$ cat src/rtl/ice_spi_pkg.sv
// Shared types and constants for the ICE SPI bus arbiter and its byte shift engine.
package ice_spi_pkg;

  typedef enum logic [2:0] {
    ST_IDLE    = 3'd0,
    ST_SETUP   = 3'd1,
    ST_SHIFT   = 3'd2,
    ST_HOLD    = 3'd3,
    ST_RELEASE = 3'd4
  } state_t;

  localparam int NUM_REQ = 2;
  localparam logic CPOL = 1'b0;
  localparam logic CPHA = 1'b0;
  localparam int TMR_W = 16;

endpackage

$ cat src/rtl/ice_spi_arbiter_shifter.sv
// SPI mode-0 byte engine: H=DIV+1 cycle half periods, 8 bits MSB first.
module spi_byte_shifter
  import ice_spi_pkg::*;
#(
  parameter int DIV = 3
) (
  input  logic       clk,
  input  logic       resetb,
  input  logic       start,
  input  logic [7:0] tx,
  input  logic       miso,
  output logic       busy,
  output logic       done,
  output logic       setup_end,
  output logic [7:0] rx,
  output logic       sck,
  output logic       mosi
);

  logic [7:0] div_cnt;
  logic [3:0] half;
  logic [7:0] tx_sr;
  logic [7:0] rx_sr;
  logic       tick;

  // half counts completed half periods; boundary half+1 happens on tick
  assign tick      = busy && (div_cnt == 8'(DIV));
  assign done      = tick && (half == 4'd15);
  assign setup_end = tick && (half == 4'd0);
  assign rx        = rx_sr;

  always_ff @(posedge clk or negedge resetb) begin
    if (!resetb) begin
      busy    <= 1'b0;
      div_cnt <= '0;
      half    <= '0;
      tx_sr   <= '0;
      rx_sr   <= '0;
      sck     <= CPOL;
      mosi    <= 1'b0;
    end else if (start) begin
      busy    <= 1'b1;
      div_cnt <= '0;
      half    <= '0;
      tx_sr   <= tx;
      sck     <= CPOL;
      mosi    <= tx[7];
    end else if (busy) begin
      if (!tick) begin
        div_cnt <= div_cnt + 8'd1;
      end else begin
        div_cnt <= '0;
        half    <= half + 4'd1;
        if (half[0] == CPHA) begin
          sck   <= ~CPOL;
          rx_sr <= {rx_sr[6:0], miso};
        end else begin
          sck <= CPOL;
          if (half == 4'd15) begin
            busy <= 1'b0;
            mosi <= 1'b0;
          end else begin
            tx_sr <= {tx_sr[6:0], 1'b0};
            mosi  <= tx_sr[6];
          end
        end
      end
    end
  end

endmodule

$ cat src/rtl/ice_spi_arbiter.sv
// Two-requester SPI bus arbiter: round-robin per transaction, CS held across
// multi-byte transactions, idle-hold timeout and a minimum CS gap between owners.
module ice_spi_arbiter
  import ice_spi_pkg::*;
#(
  parameter int DIV     = 3,
  parameter int CS_GAP  = 4,
  parameter int HOLD_TO = 255
) (
  input  logic       clk,
  input  logic       resetb,
  input  logic       req0,
  input  logic       last0,
  input  logic [7:0] wdata0,
  output logic       done0,
  output logic [7:0] rdata0,
  input  logic       req1,
  input  logic       last1,
  input  logic [7:0] wdata1,
  output logic       done1,
  output logic [7:0] rdata1,
  output logic       sck,
  output logic       mosi,
  input  logic       miso,
  output logic       adc_cs,
  output logic       bme680_cs,
  output logic       busy,
  output logic       owner,
  output logic [2:0] dbg_state
);

  state_t             state, nxt;
  logic               owner_q, rr, last_q;
  logic               done0_q, done1_q;
  logic [7:0]         rdata0_q, rdata1_q;
  logic [TMR_W-1:0]   tmr;
  logic               sel, start, own_req, done_any;
  logic [7:0]         tx;
  logic               sh_busy, sh_done, sh_setup_end;
  logic [7:0]         sh_rx;
  logic [NUM_REQ-1:0] cs_n;

  // Valid/ready: a requester holds req, last and wdata stable until its done
  // pulse; req still high in the cycle after done requests the next byte.
  assign own_req  = owner_q ? req1 : req0;
  assign done_any = done0_q | done1_q;
  assign sel      = (state == ST_IDLE) ? ((req0 && req1) ? rr : req1) : owner_q;
  assign tx       = sel ? wdata1 : wdata0;
  assign start    = (nxt == ST_SETUP) && ((state == ST_IDLE) || (state == ST_HOLD));

  spi_byte_shifter #(.DIV(DIV)) u_shifter (
    .clk       (clk),
    .resetb    (resetb),
    .start     (start),
    .tx        (tx),
    .miso      (miso),
    .busy      (sh_busy),
    .done      (sh_done),
    .setup_end (sh_setup_end),
    .rx        (sh_rx),
    .sck       (sck),
    .mosi      (mosi)
  );

  always_ff @(posedge clk or negedge resetb) begin
    if (!resetb) state <= ST_IDLE;
    else         state <= nxt;
  end

  always_comb begin
    nxt = state;
    case (state)
      ST_IDLE:    if (req0 || req1) nxt = ST_SETUP;
      ST_SETUP:   if (sh_setup_end) nxt = ST_SHIFT;
      ST_SHIFT:   if (sh_done) nxt = last_q ? ST_RELEASE : ST_HOLD;
      // the done cycle itself never counts as a fresh request
      ST_HOLD: begin
        if (own_req && !done_any)              nxt = ST_SETUP;
        else if (tmr == TMR_W'(HOLD_TO - 1))   nxt = ST_RELEASE;
      end
      ST_RELEASE: if (tmr == TMR_W'(CS_GAP - 1)) nxt = ST_IDLE;
      default:    nxt = ST_IDLE;
    endcase
  end

  always_ff @(posedge clk or negedge resetb) begin
    if (!resetb) begin
      owner_q  <= 1'b0;
      rr       <= 1'b0;
      last_q   <= 1'b0;
      tmr      <= '0;
      done0_q  <= 1'b0;
      done1_q  <= 1'b0;
      rdata0_q <= '0;
      rdata1_q <= '0;
    end else begin
      if (start) begin
        owner_q <= sel;
        last_q  <= sel ? last1 : last0;
      end
      tmr     <= (state != nxt) ? '0 : tmr + 1'b1;
      if ((state == ST_RELEASE) && (nxt == ST_IDLE)) rr <= ~owner_q;
      done0_q <= sh_done && !owner_q;
      done1_q <= sh_done && owner_q;
      if (sh_done && !owner_q) rdata0_q <= sh_rx;
      if (sh_done && owner_q)  rdata1_q <= sh_rx;
    end
  end

  always_comb begin
    cs_n = '1;
    if ((state == ST_SETUP) || (state == ST_SHIFT) || (state == ST_HOLD)) cs_n[owner_q] = 1'b0;
  end

  assign adc_cs    = cs_n[0];
  assign bme680_cs = cs_n[1];
  assign busy      = (state != ST_IDLE) || sh_busy;
  assign owner     = owner_q;
  assign done0     = done0_q;
  assign done1     = done1_q;
  assign rdata0    = rdata0_q;
  assign rdata1    = rdata1_q;
  assign dbg_state = state;

endmodule

$ cat config.mk
export PLATFORM = sky130hd
export DESIGN_NAME = ice_spi_arbiter
export DESIGN_NICKNAME = d
export VERILOG_FILES = /design/src/rtl/ice_spi_pkg.sv /design/src/rtl/ice_spi_arbiter_shifter.sv /design/src/rtl/ice_spi_arbiter.sv
export SDC_FILE = /design/constraint.sdc
export NUM_CORES = 1
export LEC_CHECK = 0
export ABC_AREA = 0
export CAP_MARGIN = 30
export CORE_MARGIN = 2
export CORE_UTILIZATION = 48
export CTS_CLUSTER_DIAMETER = 30
export DETAILED_ROUTE_END_ITERATION = 10
export PLACE_DENSITY_LB_ADDON = 0.2
export SETUP_SLACK_MARGIN = 0.2
export SYNTH_ARGS = -nofsm -noshare
export SYNTH_HDL_FRONTEND = slang
export SYNTH_SLANG_ARGS = --single-unit
$ cat constraint.sdc
create_clock -name clk -period 2.4 [get_ports clk]
set_clock_uncertainty 0.05 [all_clocks]
set_input_delay 0.48 -clock clk [delete_from_list [all_inputs] [get_ports clk]]
set_output_delay 0.48 -clock clk [all_outputs]
set_load 0.02 [all_outputs]
# Yosys cells after proc, flatten, opt, wreduce, memory -nomap -nowiden
# Index checks and enable logic that the tools add are counted.
# totals
output_inout_bits	27
in_bits	23
word_cells	107
ff_bits	70
# op_classes
bitwise_logic	5
n_eq_ne	11
n_mux	42
n_lt_le_gt_ge	2
add_sub_neg	3
reduce_logical	28
# ops
cell	count
two-way mux 7 bit	5
two-way mux 8 bit	4
two-way mux 3 bit	7
two-way mux 1 bit	19
adder 16 x 1 -> 16 bit (second input constant)	1
equality test 16 x 2 -> 1 bit (second input constant)	1
equality test 16 x 8 -> 1 bit (second input constant)	1
two-way mux 16 bit	1
one-hot mux 3 bit (5 select lines)	1
two-way mux 4 bit	3
logical AND 1 bit	10
adder 8 x 1 -> 8 bit (second input constant)	1
equality test 8 x 2 -> 1 bit (second input constant)	1
AND reduction 4 bit	2
equality test 3 x 1 -> 1 bit (second input constant)	2
equality test 3 x 2 -> 1 bit (second input constant)	2
logical NOT 3 bit	2
nonzero test 2 bit	3
logical OR 1 bit	5
adder 4 x 1 -> 4 bit (second input constant)	1
equality test 4 bit (second input constant)	1
logical NOT 4 bit	1
equality test 3 bit (second input constant)	1
!= test 3 bit	1
12 further kinds	15

# Depth between registers and ports, before layout
# depth
ltp_word	9
mapped_depth	9
depth_no_buf	8

# By module
# From an unflattened synthesis, not the netlist that was laid out.
# hier_totals
cells_unflattened	319
area_unflattened_um2	3599.7
# modules_own_cells
mod	n_inst	seq_area_each_um2	area_each_um2	cells_each
ice_spi_arbiter	1	1001.0	2098.3	190
spi_byte_shifter	1	725.7	1501.4	129

# Worst setup path after synthesis
# Ideal clock, no wire load.
# synth_path
path_kind	register -> register
startpoint	register state[0], in the netlist dbg_state[0]
endpoint	register tmr[11]
setup_ps	118
path_buffers	2
arrival_time_ps	2045
setup_slack_ps	186
stages_incl_launch_ff	8
required_time_ps	2232
synth_period_minus_slack_ps	2214
cell_sequence	dfrtp_1 -> clkbuf_2 -> or3b_4 -> o41ai_4 -> o31ai_1 -> o2111ai_4 -> buf_6 -> nor2_1
# synth_via
elab_chain_cells	5
word_cells_on_any_way	14
classes_between	eq/ne: 5; mux: 8; reduce/logical: 1
# synth_lines
item	line_no	source
from (decl)	ice_spi_arbiter.sv:32	state_t state, nxt;
from (signal assigned)	ice_spi_arbiter.sv:67	else state <= nxt;
two-way mux 3 bit	ice_spi_arbiter.sv:79	else if (tmr == TMR_W'(HOLD_TO - 1)) nxt = ST_RELEASE;
two-way mux 3 bit	ice_spi_arbiter.sv:78	if (own_req && !done_any) nxt = ST_SETUP;
one-hot mux 3 bit (5 select lines)	ice_spi_arbiter.sv:72	case (state)
!= test 3 bit (*)	ice_spi_arbiter.sv:101	tmr <= (state != nxt) ? '0 : tmr + 1'b1;
two-way mux 16 bit (*)	ice_spi_arbiter.sv:101	
to (signal assigned)	ice_spi_arbiter.sv:101	
to (decl)	ice_spi_arbiter.sv:36	logic [TMR_W-1:0] tmr;
# Every way passes the cells marked *; elsewhere a longest branch is shown, timed or not.
# A chain may end at the register's enable or synchronous reset.

# Worst setup path in the final report
# layout_path
startpoint	register u_shifter.half[0]
endpoint	register u_shifter.rx_sr[1], in the netlist u_shifter.rx[1]
# layout_via
elab_chain_cells	8
word_cells_on_any_way	12
classes_between	eq/ne: 2; mux: 3; bitwise: 2; reduce/logical: 5
# layout_lines
item	line_no	source
from (decl)	ice_spi_arbiter_shifter.sv:21	logic [3:0] half;
from (signal assigned)	ice_spi_arbiter_shifter.sv:53	half <= half + 4'd1;
equality test 4 bit or logical NOT 4 bit (tied branches)	ice_spi_arbiter_shifter.sv:28, ice_spi_arbiter_shifter.sv:29	
logical AND 1 bit, on equally long branches	ice_spi_arbiter_shifter.sv:28, ice_spi_arbiter_shifter.sv:29	
two-way mux 3 bit, on equally long branches	ice_spi_arbiter.sv:75, ice_spi_arbiter.sv:74	
one-hot mux 3 bit (5 select lines)	ice_spi_arbiter.sv:72	
equality test 3 x 1 -> 1 bit	ice_spi_arbiter.sv:49	assign start = (nxt == ST_SETUP) && ((state == ST_IDLE) || (state == ST_HOLD));
logical AND 1 bit	ice_spi_arbiter.sv:49	
NOT 1 bit (no line)	--	
AND reduction 4 bit (no line) (*)	--	
to (signal assigned)	ice_spi_arbiter_shifter.sv:56	rx_sr <= {rx_sr[6:0], miso};
to (decl)	ice_spi_arbiter_shifter.sv:23	logic [7:0] rx_sr;
# Marked as above.

==> impl_metrics.ini <==
[global_routing]
grt-ovfl-total = 0
track_usage = 0.203
grt_use_met2 = 0.318
grt_util_met3 = 0.0518
grt_use_met1 = 0.275
top_usage_layer = met2
grt_pass1_vias = 2571
grt_pass1_wl_um = 12100
grt_max_degree = 31
antenna_found_initial = 0

[cts]
clockBufferDepth = 2
cts_tree = built
numCtsBuffers = 9
cts.sinks = 69
clock_latency_ns = 0.35
cts_root_buf = clkbuf_8
htree_levels = 3
clk_pin_slew_ns = 0.09

[drt]
drcViolationCount = 0
firstDrtPassIters = 4
wl_per_cell_um = 15.1
viasPerCell = 5.19
ant_nets = 0
drtIter0Drc = 83
wl_um = 7420
vias = 2541

[timing]
finalCriticalPeriod_ns = 2.19
timing.hold.ws_ns = 0.0810
fin_crit_sh = 0.912
setup_viol = 0
rsz0062_at_grt = yes
relSlewSlack = 0.586
fmax_ghz = 0.457
timing_hold_violations_final = 0
worst_pin_slew_ns = 0.620
slew_viol_final = 0

[worst_setup_path]
critPathRequiredTime_ns = 2.59
cp_cell_sequence = ha_1 -> nand3_1 -> o41ai_4 -> buf_4 -> o31ai_4 -> nand2_4 -> mux2_2
start_kind = register
r2r_end = u_shifter.rx[1]
cp_num_buf_inv = 1
slowest_stage = dfrtp_1
max_stage_delay_ns = 0.50
r2r-start = u_shifter.half[0]
r2r_cells = 7
endpoint_kind = register
r2r_slack_ns = 0.21
arrival_ns = 2.38
worst-path-max-fanout = 8
path_depth = 7
endpoint = u_shifter.rx[1]
startpoint = u_shifter.half[0]
crit_type = reg2reg
cp_top_family = flip-flops

[logic_synthesis]
synth_top_area_cell = dfrtp_1
synthMuxAreaShare = 0.119
ys_top_cells_by_area = dfrtp_1, mux2_2, xor2_1
synth_nets = 328
ys_warn_count = 0
ys_ff_latch = 69
seq_area_frac_synth = 0.512
synth_edf_count = 0
synth_top_area_share = 0.512
synth_top_family_by_area = simple AND/OR/NAND/NOR gates
synth-main-ff-cell = dfrtp_1
synthArstFlopShare = 1.00
synth_area_sq_um = 3370
synth_xor_area_frac = 0.0572
postSynthAreaPerCell_sq_um = 11.2
ys_types = 49
synthSimpleGateAreaFrac = 0.192
synthCells = 300
synth-adder-area-share = 0.0186
synth_compound_area_frac = 0.0776

[floorplanning]
die_w_um = 87.8
die-area_sq_um = 7710
die_h_um = 87.8
core_sq_um = 6790
num_rows = 30
io_pins = 50
initial_core_util = 0.496

[final_layout]
n_antenna_cell = 0
final_common_cell = dfrtp_1
final_cell_mix = dfrtp_1, clkdlybuf4s50_1, nor2_1, buf_4, mux2_2
area_growth_pct = 37.0
final_layout_size_suffix_gt1_frac = 0.335
nets = 417

[power_and_ir_drop]
pwr-share-seq = 0.348
p_int_mw = 2.97
power.switching_mw = 1.80
irDropWorstVdd_mv = 0.731
p_leak_nw = 2.15
combinationalPowerShare = 0.446
netSwitchingFraction = 0.378
powerDensity_nw_per_um2 = 1030
power_mw = 4.77
clkPwrFrac = 0.207

[placed_design]
dp_hpwl_um = 5020
gp_congestion = 0.795
port_buffers = 49

[status]
status = complete, no violations

[flow_run]
max_cap_violations = 0

[hold_path]
hold_path_class = in2async
==> registers in the layout, indices dropped and copies added (netlist names), 3 cells and up <==
register and flops:
u_shifter.rx 8, rdata1 8, u_shifter.div_cnt 8, rdata0 8, dbg_state 3, u_shifter.tx_sr 7, u_shifter.half 4, tmr 16
==> synthesized netlist by cell type (2+ instances only) <==
cell       n
dfrtp_1   69
nor2_1    35
mux2_2    24
nand2_1   21
xor2_1    18
nand3_1   14
mux2i_1   13
a21oi_1    8
nand4_1    8
and3_1     7
a211oi_1   6
nor2b_1    6
buf_2      5
ha_1       5
inv_1      5
o21ai_0    5
xnor2_1    4
a21oi_2    3
and2_1     3
nor3_1     3
nor4_1     3
or3_1      3
buf_6      2
clkbuf_1   2
nand2_2    2
nand2b_1   2
nand3b_1   2
==> kinds of logic after synthesis <==
family | Yosys count
adder cells (fa/ha/maj) | 5
AO/OA/AOI/OAI | 31
multiplexers | 37
XOR/XNOR | 22
flip-flops | 69
AND/OR/NAND/NOR | 121
buffers and inverters | 15
==> worst min-delay path by stage <==
stage	from	to	cells past startpoint
floorplan	resetb	dbg_state[0]	0
global placement	u_shifter.tx_sr[0]	u_shifter.tx_sr[0]	2
detailed placement	rdata1[6]	rdata1[6]	1
CTS	resetb	rdata1[4]	1
global route	resetb	rdata1[4]	1
finish	resetb	rdata1[5]	1
==> power groups by stage <==
stage               logic, mW  registers [mW]  clock network, mW
floorplan                1.12            1.59                  0
global placement         1.73            1.64                  0
detailed placement       1.77            1.65                  0
CTS                      1.90            1.64               1.01
global route             2.32            1.69               1.05
finish                   2.13            1.66              0.986
==> area by class of cell <==
type                            count  area [sq um]
Fill cell                         531          2180
Clock inverter                      6          68.8
Clock buffer                       10           138
Inverter                            5          18.8
Sequential cell                    69          1730
Tap cell                           96           120
Multi-Input combinational cell    216          1730
Timing Repair Buffer               88           812
==> stage by stage <==
step                       util  TNS, ns  cells  setup WS [ns]  cell area [sq um]
after floorplan               -        0    300          0.238               3370
after global placement    0.609    -2.85    463         -0.102               4140
after detailed placement  0.609    -5.74    463         -0.220               4140
after CTS                 0.650        0    482          0.202               4420
after global routing      0.679        0    490         0.0954               4620
final                     0.679        0    490          0.210               4620
==> worst register-to-register path, stage by stage (launching register included) <==
cell and delay, ns:
dfrtp_1 0.50, ha_1 0.24, nand3_1 0.15, o41ai_4 0.38, buf_4 0.19, o31ai_4 0.08, nand2_4 0.15, mux2_2 0.35
==> what timing repair did <==
item                       CTS  global route
pin swaps                    4             7
gates cloned                 1             0
buffers inserted             2             8
setup endpoints to repair   50            49
hold buffers                 0             0
gates resized for setup     14            44
==> metal layers <==
layer	part of all wire	up-vias
li1	-	1232
met1	0.47	1250
met2	0.48	45
met3	0.034	14
met4	0.017	0
met5	0	-
No activity file was read; power rests on OpenSTA's default activity.
